File: config.mk
export PLATFORM = sky130hd
export DESIGN_NAME = multdiv_unit
export DESIGN_NICKNAME = d
export VERILOG_FILES = /design/src/rtl/multdiv_unit.sv
export SDC_FILE = /design/constraint.sdc
export NUM_CORES = 1
export LEC_CHECK = 0
export BUFFER_PORTS_ARGS = -buffer_cell sky130_fd_sc_hd__buf_2
export CORE_AREA = 5 5 174 176
export DETAILED_ROUTE_END_ITERATION = 12
export DIE_AREA = 0 0 179 181
export MAX_ROUTING_LAYER = met4
export PLACE_DENSITY = 0.68
export SETUP_SLACK_MARGIN = 0.1
export SYNTH_ARGS = -nofsm -noshare
export SYNTH_HDL_FRONTEND = slang
export SYNTH_SLANG_ARGS = --single-unit
File: constraint.sdc
create_clock -name clock -period 7.3 [get_ports clock]
set_input_delay 0.365 -clock clock [delete_from_list [all_inputs] [get_ports clock]]
set_output_delay 0.365 -clock clock [all_outputs]
set_load 0.01 [all_outputs]
File: src/rtl/multdiv_unit.sv
// Multicycle signed multiply/divide unit for the execute stage.
// Multiply is radix-2 Booth; divide is non-restoring on magnitudes with a sign fixup in DONE.
module multdiv_unit #(
    parameter int WIDTH = 32
) (
    input  logic             clock,
    input  logic             reset_n,
    input  logic [WIDTH-1:0] data_operandA,
    input  logic [WIDTH-1:0] data_operandB,
    input  logic             ctrl_MULT,
    input  logic             ctrl_DIV,
    output logic [WIDTH-1:0] data_result,
    output logic             data_exception,
    output logic             data_resultRDY,
    output logic             busy
);

    localparam int CW = (WIDTH > 1) ? $clog2(WIDTH) : 1;

    typedef enum logic [1:0] {
        S_IDLE,
        S_MULT,
        S_DIV,
        S_DONE
    } state_t;

    localparam logic [WIDTH-1:0] MIN_INT = {1'b1, {(WIDTH-1){1'b0}}};

    state_t state_q, state_d;

    logic [CW-1:0]      cnt_q;
    logic               is_div_q;
    logic [WIDTH-1:0]   operand_q;   // multiplicand for MULT, divisor magnitude for DIV
    logic [2*WIDTH:0]   prod_q;      // {accumulator, multiplier, booth guard bit}
    logic [WIDTH+1:0]   rem_q;
    logic [WIDTH-1:0]   quot_q;
    logic               neg_q;
    logic               div_zero_q;
    logic               div_ovf_q;

    logic start_mult, start_div, start, last_step;

    assign start_mult = ctrl_MULT & ~ctrl_DIV;
    assign start_div  = ctrl_DIV  & ~ctrl_MULT;
    assign start      = start_mult | start_div;
    assign last_step  = (cnt_q == CW'(WIDTH - 1));
    assign busy       = (state_q != S_IDLE);

    function automatic logic [WIDTH-1:0] magnitude(input logic [WIDTH-1:0] v);
        return v[WIDTH-1] ? -v : v;
    endfunction

    // NOTE: sequential state uses non-blocking assignments so every register
    // samples the pre-edge values regardless of statement order.
    always_ff @(posedge clock) begin
        if (!reset_n) state_q <= S_IDLE;
        else          state_q <= state_d;
    end

    // NOTE: state_d gets a default before the case so no path leaves it
    // unassigned and no latch is inferred.
    always_comb begin
        state_d = state_q;
        if (start_mult) begin
            state_d = S_MULT;
        end else if (start_div) begin
            state_d = S_DIV;
        end else begin
            case (state_q)
                S_MULT, S_DIV: if (last_step) state_d = S_DONE;
                S_DONE:        state_d = S_IDLE;
                default:       state_d = state_q;
            endcase
        end
    end

    // Booth step: add/subtract the multiplicand into a one-bit-wider accumulator,
    // then shift the whole register right arithmetically. The extra bit keeps
    // MIN_INT multiplicands from overflowing the partial sum.
    logic signed [WIDTH:0] booth_acc, booth_mcand, booth_sum;
    logic [2*WIDTH:0]      prod_next;

    always_comb begin
        booth_acc   = {prod_q[2*WIDTH], prod_q[2*WIDTH:WIDTH+1]};
        booth_mcand = {operand_q[WIDTH-1], operand_q};
        case (prod_q[1:0])
            2'b01:   booth_sum = booth_acc + booth_mcand;
            2'b10:   booth_sum = booth_acc - booth_mcand;
            default: booth_sum = booth_acc;
        endcase
        prod_next = {booth_sum, prod_q[WIDTH:1]};
    end

    // Non-restoring step: the quotient bit is the sign of the new partial remainder.
    logic [WIDTH+1:0] rem_shift, div_ext, rem_next;
    logic [WIDTH-1:0] quot_next;

    always_comb begin
        rem_shift = {rem_q[WIDTH:0], quot_q[WIDTH-1]};
        div_ext   = {2'b00, operand_q};
        rem_next  = rem_q[WIDTH+1] ? (rem_shift + div_ext) : (rem_shift - div_ext);
        quot_next = {quot_q[WIDTH-2:0], ~rem_next[WIDTH+1]};
    end

    // Final result formation, consumed only in DONE.
    logic [WIDTH:0]   prod_hi;
    logic [WIDTH-1:0] fin_result;
    logic             fin_exc;

    always_comb begin
        prod_hi    = prod_q[2*WIDTH:WIDTH];
        fin_result = '0;
        fin_exc    = 1'b0;
        if (is_div_q) begin
            if (div_zero_q) begin
                fin_result = '0;
                fin_exc    = 1'b1;
            end else if (div_ovf_q) begin
                fin_result = MIN_INT;
                fin_exc    = 1'b1;
            end else begin
                fin_result = neg_q ? -quot_q : quot_q;
            end
        end else begin
            fin_result = prod_q[WIDTH:1];
            fin_exc    = ~((&prod_hi) | ~(|prod_hi));
        end
    end

    // NOTE: datapath registers carry no reset; they are always loaded on a start
    // edge before being read, so only the control state and outputs need one.
    always_ff @(posedge clock) begin
        if (start) begin
            cnt_q    <= '0;
            is_div_q <= start_div;
            if (start_mult) begin
                operand_q <= data_operandA;
                prod_q    <= {{WIDTH{1'b0}}, data_operandB, 1'b0};
            end else begin
                operand_q <= magnitude(data_operandB);
                quot_q    <= magnitude(data_operandA);
                rem_q     <= '0;
            end
            neg_q      <= data_operandA[WIDTH-1] ^ data_operandB[WIDTH-1];
            div_zero_q <= (data_operandB == '0);
            div_ovf_q  <= (data_operandA == MIN_INT) && (&data_operandB);
        end else begin
            case (state_q)
                S_MULT: begin
                    prod_q <= prod_next;
                    cnt_q  <= cnt_q + 1'b1;
                end
                S_DIV: begin
                    rem_q  <= rem_next;
                    quot_q <= quot_next;
                    cnt_q  <= cnt_q + 1'b1;
                end
                default: ;
            endcase
        end
    end

    always_ff @(posedge clock) begin
        if (!reset_n) begin
            data_result    <= '0;
            data_exception <= 1'b0;
            data_resultRDY <= 1'b0;
        end else begin
            data_resultRDY <= 1'b0;
            if (start) begin
                data_result    <= '0;
                data_exception <= 1'b0;
            end else if (state_q == S_DONE) begin
                data_result    <= fin_result;
                data_exception <= fin_exc;
                data_resultRDY <= 1'b1;
            end
        end
    end

endmodule

==> results of run 1 <==
[through the flow]
step,utilization,cells,area (um2),total power [mW]
after floorplan,-,1708,15300,4.09
after global placement,0.567,2121,16100,4.75
after detailed placement,0.567,2121,16100,4.77
after CTS,0.597,2167,17000,6.09
after global routing,0.597,2169,17000,6.53
final,0.597,2169,17000,6.10
[state kept, by name, indices dropped and copies added, names as in the netlist, 2 cells and up]
| signal | count |
|---|---|
| operand_q | 32 |
| prod_q | 65 |
| cnt_q | 5 |
| quot_q | 32 |
| rem_q | 34 |
| state_q | 2 |
| data_result | 32 |
[metal layers]
metal	wire length (um)	global-route usage	vias to the layer above
met4	1290	0.0728	0
met3	2540	0.0412	75
met2	18900	0.400	419
li1	-	-	6446
met5	0	-	-
met1	20000	0.367	6130
[worst max-delay path, cell delays in order (launching register included)]
cell	delay [ns]
edfxtp_1	0.43
inv_1	0.08
ha_1	0.19
or3b_2	0.47
nor4_1	0.68
nor2b_1	0.31
nor3b_1	0.28
nor2_1	0.08
xnor2_1	0.14
ha_1	0.38
a21oi_1	0.15
o21ai_0	0.37
a21boi_0	0.16
a2111o_1	0.49
a211oi_1	0.27
nor3_1	0.08
or3b_2	0.43
a21oi_1	0.15
[area by class of cell]
class | instances | area (um2)
clock inverter | 13 | 174
clock buffer | 33 | 676
antenna | 2 | 5.00
multi-input combinational | 1381 | 9090
inverter | 34 | 129
fill | 2574 | 11500
sequential | 208 | 5840
timing repair buffer | 114 | 601
tap | 384 | 480
[power groups by stage]
stage	combinational [mW]	sequential [mW]	clock [mW]
6_report	3.03	1.78	1.29
2_1_floorplan	2.37	1.72	0
3_3_place_gp	2.96	1.79	0
4_1_cts	3.01	1.77	1.31
5_1_grt	3.38	1.80	1.35
3_5_place_dp	2.98	1.79	0
[worst paths after layout]
| check | start | endpoint | slack [ns] | cells after the start |
|---|---|---|---|---|
| worst max register to register | operand_q[0] | prod_q[62] | 2.02 | 17 |
| worst min register to register | data_result[0] | data_result[0] | 0.49 | 2 |
| worst min-delay path | reset_n | state_q[0] | 0.13 | 2 |
| worst max-delay path | operand_q[0] | prod_q[62] | 2.02 | 17 |
[layout by cell type, fill, tap and decap left out, types with 34 or more instances in the layout]
cell type  instances
dfxtp_1           41
xor2_1           123
edfxtp_1         167
o31ai_1           34
buf_2            102
xnor2_1           78
a21oi_1          143
nor2_1           165
o21ai_0          168
nand2_1          139
ha_1              77
[logic make-up after synthesis]
logic type | count (synthesis) | share of synthesized area
buffers and inverters | 119 | 0.0291
xor gates and xnor gates | 201 | 0.115
AOI/OAI and AO/OA | 487 | 0.192
adders and majority gates | 82 | 0.0678
DFF | 208 | 0.380
muxes | 52 | 0.0369
and+or+nand+nor | 559 | 0.179
==> flow_summary.ini, run 1 <==
[routing]
ant_nets = 0
viasPerCell = 6.03
dr.first_iter.drc_count = 1036
drt_pass1_iterations = 5
post_drt_wl_per_cell_um = 19.7
via_count = 13070
routed_wl_um = 42700
drt_drc_violations_left = 0

[yosys]
yosysWarnings = 0
ys_seq_elements = 208
avgSynthCellArea_um2 = 8.98
synthTopCellsByArea = edfxtp_1 (33%), xor2_1 (7.0%), ha_1 (6.5%)
syn_area_um2 = 15300
synth_top_area_share = 0.327
ys_seq_area_frac = 0.380
synthCells = 1708
synth_most_common_cell = o21ai_0
synth_cell_types = 63
synth_edf_count = 167
yosys-top-cells-count = o21ai_0 (169), edfxtp_1 (167), nor2_1 (165)
yosys.area.top_type = edfxtp_1
synth_flop_cell = edfxtp_1
synth_nets = 1858
ys_async_sr_fraction = 0

[min_path]
min_path_type = in2reg

[global_route]
overflow = 0
grt_usage = 0.263
grt_max_degree = 84
grt_first_pass_wirelength_um = 67100
grt_pass1_vias = 12747
grt_antenna_before_repair = 2

[floorplan]
die_y_um = 181
initial_core_util = 0.539
die_w_um = 179
core-area_um2 = 28500
rows = 62
num_io_pins = 103
dieArea_um2 = 32400

[power]
p_per_area_nw_per_um2 = 359
intPower_mw = 3.59
cellLeakagePower_nw = 6.42
p_sw_frac = 0.410
power.combinational.fraction = 0.497
power_switching_mw = 2.50
sequentialPowerShare = 0.291
clkPwrFrac = 0.212
ir_drop_mv = 0.199

[cts]
cts_tree = yes
clock_path_buffers = 3
cts_setup_buffers = 0
cts_hold_buf = 0
cts_made_buffers = 25
clk-insertion-delay-late_ns = 0.55
cts.repair.resized = 0
root_buffer = clkbuf_16
clock-sinks = 208
htreeDepth = 1
clkTransAtPathRegs_ns = 0.07

[placement]
port-buffer-count = 102
post-place-ws_ns = 2.06
gp_congestion = 0.963
dp.final_hpwl_um = 31300

[sta]
rsz0062_at_grt = no
whs_ns = 0.130
slew_headroom = 0.295
fin_worst_skew_ns = 0.0132
layout_worst_path_cycle_share = 0.723
worst_pin_slew_ns = 1.06
hold_viol = 0
period_minus_slack_ns = 5.28
fmaxAchievable_mhz = 189
timing.setup.tns_ns = 0
finalSetupViolations = 0
setup_ws_ns = 2.02
slew_violations = 0

[finish]
fin_nets = 1914
drive_gt1_frac = 0.121
syn_to_final_growth_pct = 10.7

[worst_setup_path]
critPathCaptureType = register
worstPathArrival_ns = 5.67
worst-path-max-fanout = 6
critPathKind = reg2reg
worstSetupStartpointType = register
cp_data_required_time_ns = 7.70

[status]
outcome = complete, no violations

[job]
cap_violations = 0
Power figures use the tool's default switching activity.
==> run 2, diff against run 1 <==
--- a/config.mk
+++ b/config.mk
@@ -5,12 +5,13 @@
 export SDC_FILE = /design/constraint.sdc
 export NUM_CORES = 1
 export LEC_CHECK = 0
+export ABC_AREA = 1
 export BUFFER_PORTS_ARGS = -buffer_cell sky130_fd_sc_hd__buf_2
-export CORE_AREA = 5 5 174 176
+export CORE_AREA = 5 5 181 183
 export DETAILED_ROUTE_END_ITERATION = 12
-export DIE_AREA = 0 0 179 181
+export DIE_AREA = 0 0 186 188
 export MAX_ROUTING_LAYER = met4
-export PLACE_DENSITY = 0.68
+export PLACE_DENSITY = 0.71
 export SETUP_SLACK_MARGIN = 0.1
 export SYNTH_ARGS = -nofsm -noshare
 export SYNTH_HDL_FRONTEND = slang
==> constraint.sdc (replaced) <==
create_clock -name clock -period 4.3 [get_ports clock]
set_input_delay 0.215 -clock clock [delete_from_list [all_inputs] [get_ports clock]]
set_output_delay 0.215 -clock clock [all_outputs]
set_load 0.01 [all_outputs]
==> flow_summary.ini, run 2 <==
[global_route]
grt_max_degree = 84
grt_pass1_vias = 16123
grt_antenna_before_repair = 6
grt_usage = 0.339
overflow = 0
grt_first_pass_wirelength_um = 89800

[power]
power_switching_mw = 3.92
clkPwrFrac = 0.237
power.combinational.fraction = 0.442
p_per_area_nw_per_um2 = 490
ir_drop_mv = 0.364
power_mw = 9.05
sequentialPowerShare = 0.322
p_sw_frac = 0.433
cellLeakagePower_nw = 8.16
intPower_mw = 5.13

[floorplan]
rows = 65
dieArea_um2 = 35000
num_io_pins = 103
core-area_um2 = 31100
die_y_um = 188
initial_core_util = 0.538
die_w_um = 186

[routing]
dr.first_iter.drc_count = 1902
drt_drc_violations_left = 0
ant_nets = 0
viasPerCell = 5.91
routed_wl_um = 59000
post_drt_wl_per_cell_um = 20.3
drt_pass1_iterations = 6
via_count = 17226

[yosys]
avgSynthCellArea_um2 = 6.92
synth_cell_types = 52
yosys.area.top_type = edfxtp_1
synth_edf_count = 167
yosys-top-cells-count = nand2_1 (507), o21ai_0 (291), inv_1 (265)
synthCells = 2415
synth_nets = 2565
syn_area_um2 = 16700
ys_seq_area_frac = 0.349
synth_most_common_cell = nand2_1
synth_flop_cell = edfxtp_1
synth_top_area_share = 0.300
synthTopCellsByArea = edfxtp_1 (30%), nand2_1 (11%), o21ai_0 (8.7%)
ys_seq_elements = 208
yosysWarnings = 0
ys_async_sr_fraction = 0

[finish]
n_fill_cell = 2979
largest-register = prod_q
syn_to_final_growth_pct = 10.6
stdcell_count = 2915
top_regs = prod_q (65), rem_q (34)
fin_nets = 2636
largest_reg_flops = 65
seq_area_um2 = 5840
final_cell_mix = nand2_1 (507), o21ai_0 (290), inv_1 (265), nor2_1 (259), a21oi_1 (256)
multi_input_area_um2 = 9580
drive_gt1_frac = 0.0842
final_common_cell = nand2_1

[sta]
fin_worst_skew_ns = 0.0196
worst_pin_slew_ns = 1.14
period_minus_slack_ns = 3.84
fmaxAchievable_mhz = 260
hold_viol = 0
finalSetupViolations = 0
slew_headroom = 0.237
slew_violations = 0
rsz0062_at_grt = no
layout_worst_path_cycle_share = 0.893
timing.setup.tns_ns = 0

[cts]
clkTransAtPathRegs_ns = 0.06
cts_tree = yes
cts_made_buffers = 26
clock-sinks = 208
clock_path_buffers = 3
htreeDepth = 1
root_buffer = clkbuf_16
clk-insertion-delay-late_ns = 0.56

[worst_setup_path]
worst-path-max-fanout = 7
cp_data_required_time_ns = 4.62
worstPathArrival_ns = 4.16
worstSetupStartpointType = register
critPathCaptureType = register
critPathKind = reg2reg

[placement]
gp_congestion = 1.04
dp.final_hpwl_um = 45800
dp_cells = 2858
port-buffer-count = 102

[status]
outcome = complete, no violations

[min_path]
min_path_type = in2reg

[job]
cap_violations = 0
==> run 2: cell types whose count changed after synthesis, moves of 31 or more <==
cell | previous run | this run
nand2_1 | 139 | 507
xor2_1 | 123 | 39
inv_1 | 34 | 265
nor2b_1 | 31 | 0
mux2_2 | 33 | 0
o31ai_1 | 34 | 2
xnor2_1 | 78 | 7
o21ai_0 | 169 | 291
nor2_1 | 165 | 259
a21oi_1 | 143 | 257
nand3_1 | 31 | 189
==> run 2: power by group through the flow <==
stage / Sequential (mW) / Clock [mW] / Combinational, mW
finish: 2.91 / 2.14 / 4.00
global placement: 2.93 / 0 / 3.87
floorplan: 2.83 / 0 / 2.85
global route: 2.94 / 2.25 / 4.47
CTS: 2.90 / 2.16 / 3.94
detailed placement: 2.94 / 0 / 3.92
==> run 2: layout make-up <==
| cell class | count | area share |
|---|---|---|
| inverters | 274 | 0.0558 |
| clock buffers | 44 | 0.0427 |
| flip-flops and latches | 208 | 0.316 |
| repair buffers | 122 | 0.0374 |
| well taps | 402 | 0.0272 |
| multi-input cells | 1854 | 0.518 |
| clock inverters | 4 | 0.00190 |
| diodes | 7 | 0.000948 |
==> run 2: per-stage QoR <==
step / util / hold slack, ns / setup WS, ns / instance area (um2)
finish: 0.595 / 0.0428 / 0.461 / 18500
global route: 0.595 / 0.0333 / 0.188 / 18500
CTS: 0.594 / 0.0227 / 0.540 / 18500
detailed placement: 0.567 / 0.456 / 0.564 / 17600
global placement: 0.567 / 0.465 / 0.608 / 17600
floorplan: - / 0.347 / 0.447 / 16700
==> run 2: final timing paths <==
| check | from | to | slack, ns | cells past startpoint |
|---|---|---|---|---|
| setup / recovery | operand_q[1] | rem_q[25] | 0.46 | 19 |
| setup reg to reg | operand_q[1] | rem_q[25] | 0.46 | 19 |
| hold / removal | ctrl_DIV | is_div_q | 0.04 | 2 |
| hold reg to reg | data_exception | data_exception | 0.47 | 2 |
==> run 2: worst max-delay path: stages (launching register included) <==
cell and delay, ns:
edfxtp_1 0.43, inv_1 0.12, ha_1 0.24, nand3_2 0.15, nor2_4 0.16, nand2_4 0.09
nor2_8 0.15, inv_1 0.08, nand2_1 0.06, nand2_1 0.06, o21ai_0 0.41, ha_1 0.37
a21oi_1 0.21, o21ai_0 0.17, a21oi_1 0.15, nand3_1 0.20, a21boi_0 0.32, nand2_1 0.09
nand2_1 0.06, nor2_1 0.05
==> run 2: cell families after synthesis <==
logic type / count (synthesis) / share of synthesized area
and+or+nand+nor: 1117 / 0.295
AOI/OAI and AO/OA: 609 / 0.189
buffers and inverters: 353 / 0.0796
DFF: 208 / 0.349
adders and majority gates: 82 / 0.0623
xor gates and xnor gates: 46 / 0.0241
==> run 2: what timing repair did <==
item,in CTS,in global routing
hold endpoints to repair,5,0
hold buffers,2,0
buffers inserted,0,0
resized for setup,0,0
==> run 2: routing by layer <==
layer  routed length, um  global-route usage
met1               24200               0.431
met2               27900               0.545
met3                4130              0.0440
met4                2810               0.140
met5                   0                   -
==> run 3, diff against run 2 <==
--- a/config.mk
+++ b/config.mk
@@ -12,6 +12,7 @@
 export DIE_AREA = 0 0 186 188
 export MAX_ROUTING_LAYER = met4
 export PLACE_DENSITY = 0.71
+export REMOVE_ABC_BUFFERS = 1
 export SETUP_SLACK_MARGIN = 0.1
 export SYNTH_ARGS = -nofsm -noshare
 export SYNTH_HDL_FRONTEND = slang
==> flow_summary.ini, run 3 (synthesis results as in run 2) <==
[status]
outcome = complete, no violations

[cts]
htreeDepth = 1
cts_setup_buffers = 0
clkTransAtPathRegs_ns = 0.06
cts_tree = yes
clk-insertion-delay-late_ns = 0.58
root_buffer = clkbuf_16
cts_made_buffers = 26
clock_path_buffers = 3
clock-sinks = 208

[global_route]
grt_usage = 0.334
grt_antenna_before_repair = 1
met1_usage = 0.441
grt-busiest-layer = met2
grt_first_pass_wirelength_um = 89700
grt_util_met3 = 0.0398
gr-usage-met2 = 0.532
grt_pass1_vias = 16517
overflow = 0
grt_max_degree = 103

[sta]
fin_worst_skew_ns = 0.0252
fmaxAchievable_mhz = 261
slew_violations = 0
period_minus_slack_ns = 3.84
rsz0062_at_grt = no
hold_viol = 0
whs_ns = 0.0390
layout_worst_path_cycle_share = 0.892
finalSetupViolations = 0
worst_pin_slew_ns = 1.12
slew_headroom = 0.253

[finish]
finalCoreUtilization = 0.599
final_cell_mix = nand2_1 (507), o21ai_0 (290), inv_1 (265), nor2_1 (259), a21oi_1 (256)
largest_reg_flops = 65
fin_nets = 2637
largest-register = prod_q
multi_input_area_um2 = 9580
drive_gt1_frac = 0.0862
final_common_cell = nand2_1
n_fill_cell = 2949
top_regs = prod_q (65), rem_q (34)
seq_area_um2 = 5840
design_area_um2 = 18600
syn_to_final_growth_pct = 11.4

[worst_setup_path]
rr_endpoint = prod_q[61]
cp_data_required_time_ns = 4.62
reg2reg_from = operand_q[0]
critPathKind = reg2reg
worstSetupStartpointType = register
critPathCaptureType = register
worst-path-max-fanout = 7
r2r_slack_ns = 0.46
worstPathArrival_ns = 4.16
worstSetupEndpoint = prod_q[61]
cp-startpoint = operand_q[0]
reg2reg_depth = 22

[job]
cap_violations = 0

[placement]
dpl_cell_area_um2 = 17600
dp.final_hpwl_um = 44200
port-buffer-count = 102
gp_congestion = 1.06

[routing]
drt_pass1_iterations = 5
post_drt_wl_per_cell_um = 20.0
dr.first_iter.drc_count = 1765
viasPerCell = 5.96
drt_drc_violations_left = 0
ant_nets = 0
via_count = 17345
routed_wl_um = 58100

[power]
ir_drop_mv = 0.369
cellLeakagePower_nw = 8.22
p_per_area_nw_per_um2 = 509

[floorplan]
core-area_um2 = 31100
num_io_pins = 103
rows = 65
die_y_um = 188
dieArea_um2 = 35000
die_w_um = 186
initial_core_util = 0.538

[min_path]
min_path_type = in2reg
run 3: power by group:
| part | switching, mW | total [mW] | internal, mW |
|---|---|---|---|
| sequential | 0.271 | 2.90 | 2.63 |
| clock | 0.988 | 2.52 | 1.54 |
| combinational | 2.79 | 4.05 | 1.26 |
run 3: repair_timing:
item	4_1_cts	5_1_grt
hold buffers	5	0
hold endpoints to repair	8	0
resized for setup	0	1
endpoints found under the setup margin	0	1
run 3: critical path, cell delays in order, from the launching register on:
cell and delay (ns):
edfxtp_1 0.47, inv_1 0.10, ha_1 0.22, nand3_2 0.16, nor2_4 0.17, nand2_4 0.09, nor2_8 0.15, inv_1 0.07
o21ai_0 0.16, nand2_1 0.09, nand2_1 0.07, o21ai_0 0.11, ha_1 0.40, a21oi_1 0.30, o21ai_0 0.18, a21oi_1 0.27
nor2_1 0.08, nor2_1 0.15, nand2_1 0.07, nand2_1 0.06, nand3_1 0.07, nand2_1 0.10, inv_1 0.04
run 3: final cells by class:
cell class / instances / share of cell area
sequential: 208 / 0.314
tap: 402 / 0.0270
timing repair buffer: 123 / 0.0372
clock buffer: 28 / 0.0354
antenna: 1 / 0.000134
inverter: 274 / 0.0554
clock inverter: 20 / 0.0165
multi-input combinational: 1854 / 0.515
run 3: metrics by stage:
step	setup WS, ns	cells	power, mW	setup TNS, ns
3_5_place_dp	0.475	2856	6.87	0
6_report	0.463	2910	9.47	0
5_1_grt	0.157	2910	10.1	0
3_3_place_gp	0.587	2856	6.82	0
2_1_floorplan	-4.77	2336	5.65	-602.84
4_1_cts	0.466	2909	9.40	0
run 3: worst min-delay path by stage:
stage	from	to	slack, ns	cells past startpoint
global placement	data_exception	data_exception	0.45	2
floorplan	reset_n	state_q[0]	0.35	2
CTS	data_operandB[19]	prod_q[20]	0.02	3
detailed placement	data_exception	data_exception	0.48	2
finish	data_operandB[4]	prod_q[5]	0.04	3
global route	data_operandB[19]	prod_q[20]	0.04	3
run 3: metal layers:
metal / vias to the layer above / part of all wire
li1: 8393 / -
met1: 8009 / 0.42
met2: 800 / 0.46
met3: 143 / 0.073
met4: 0 / 0.041
met5: - / 0
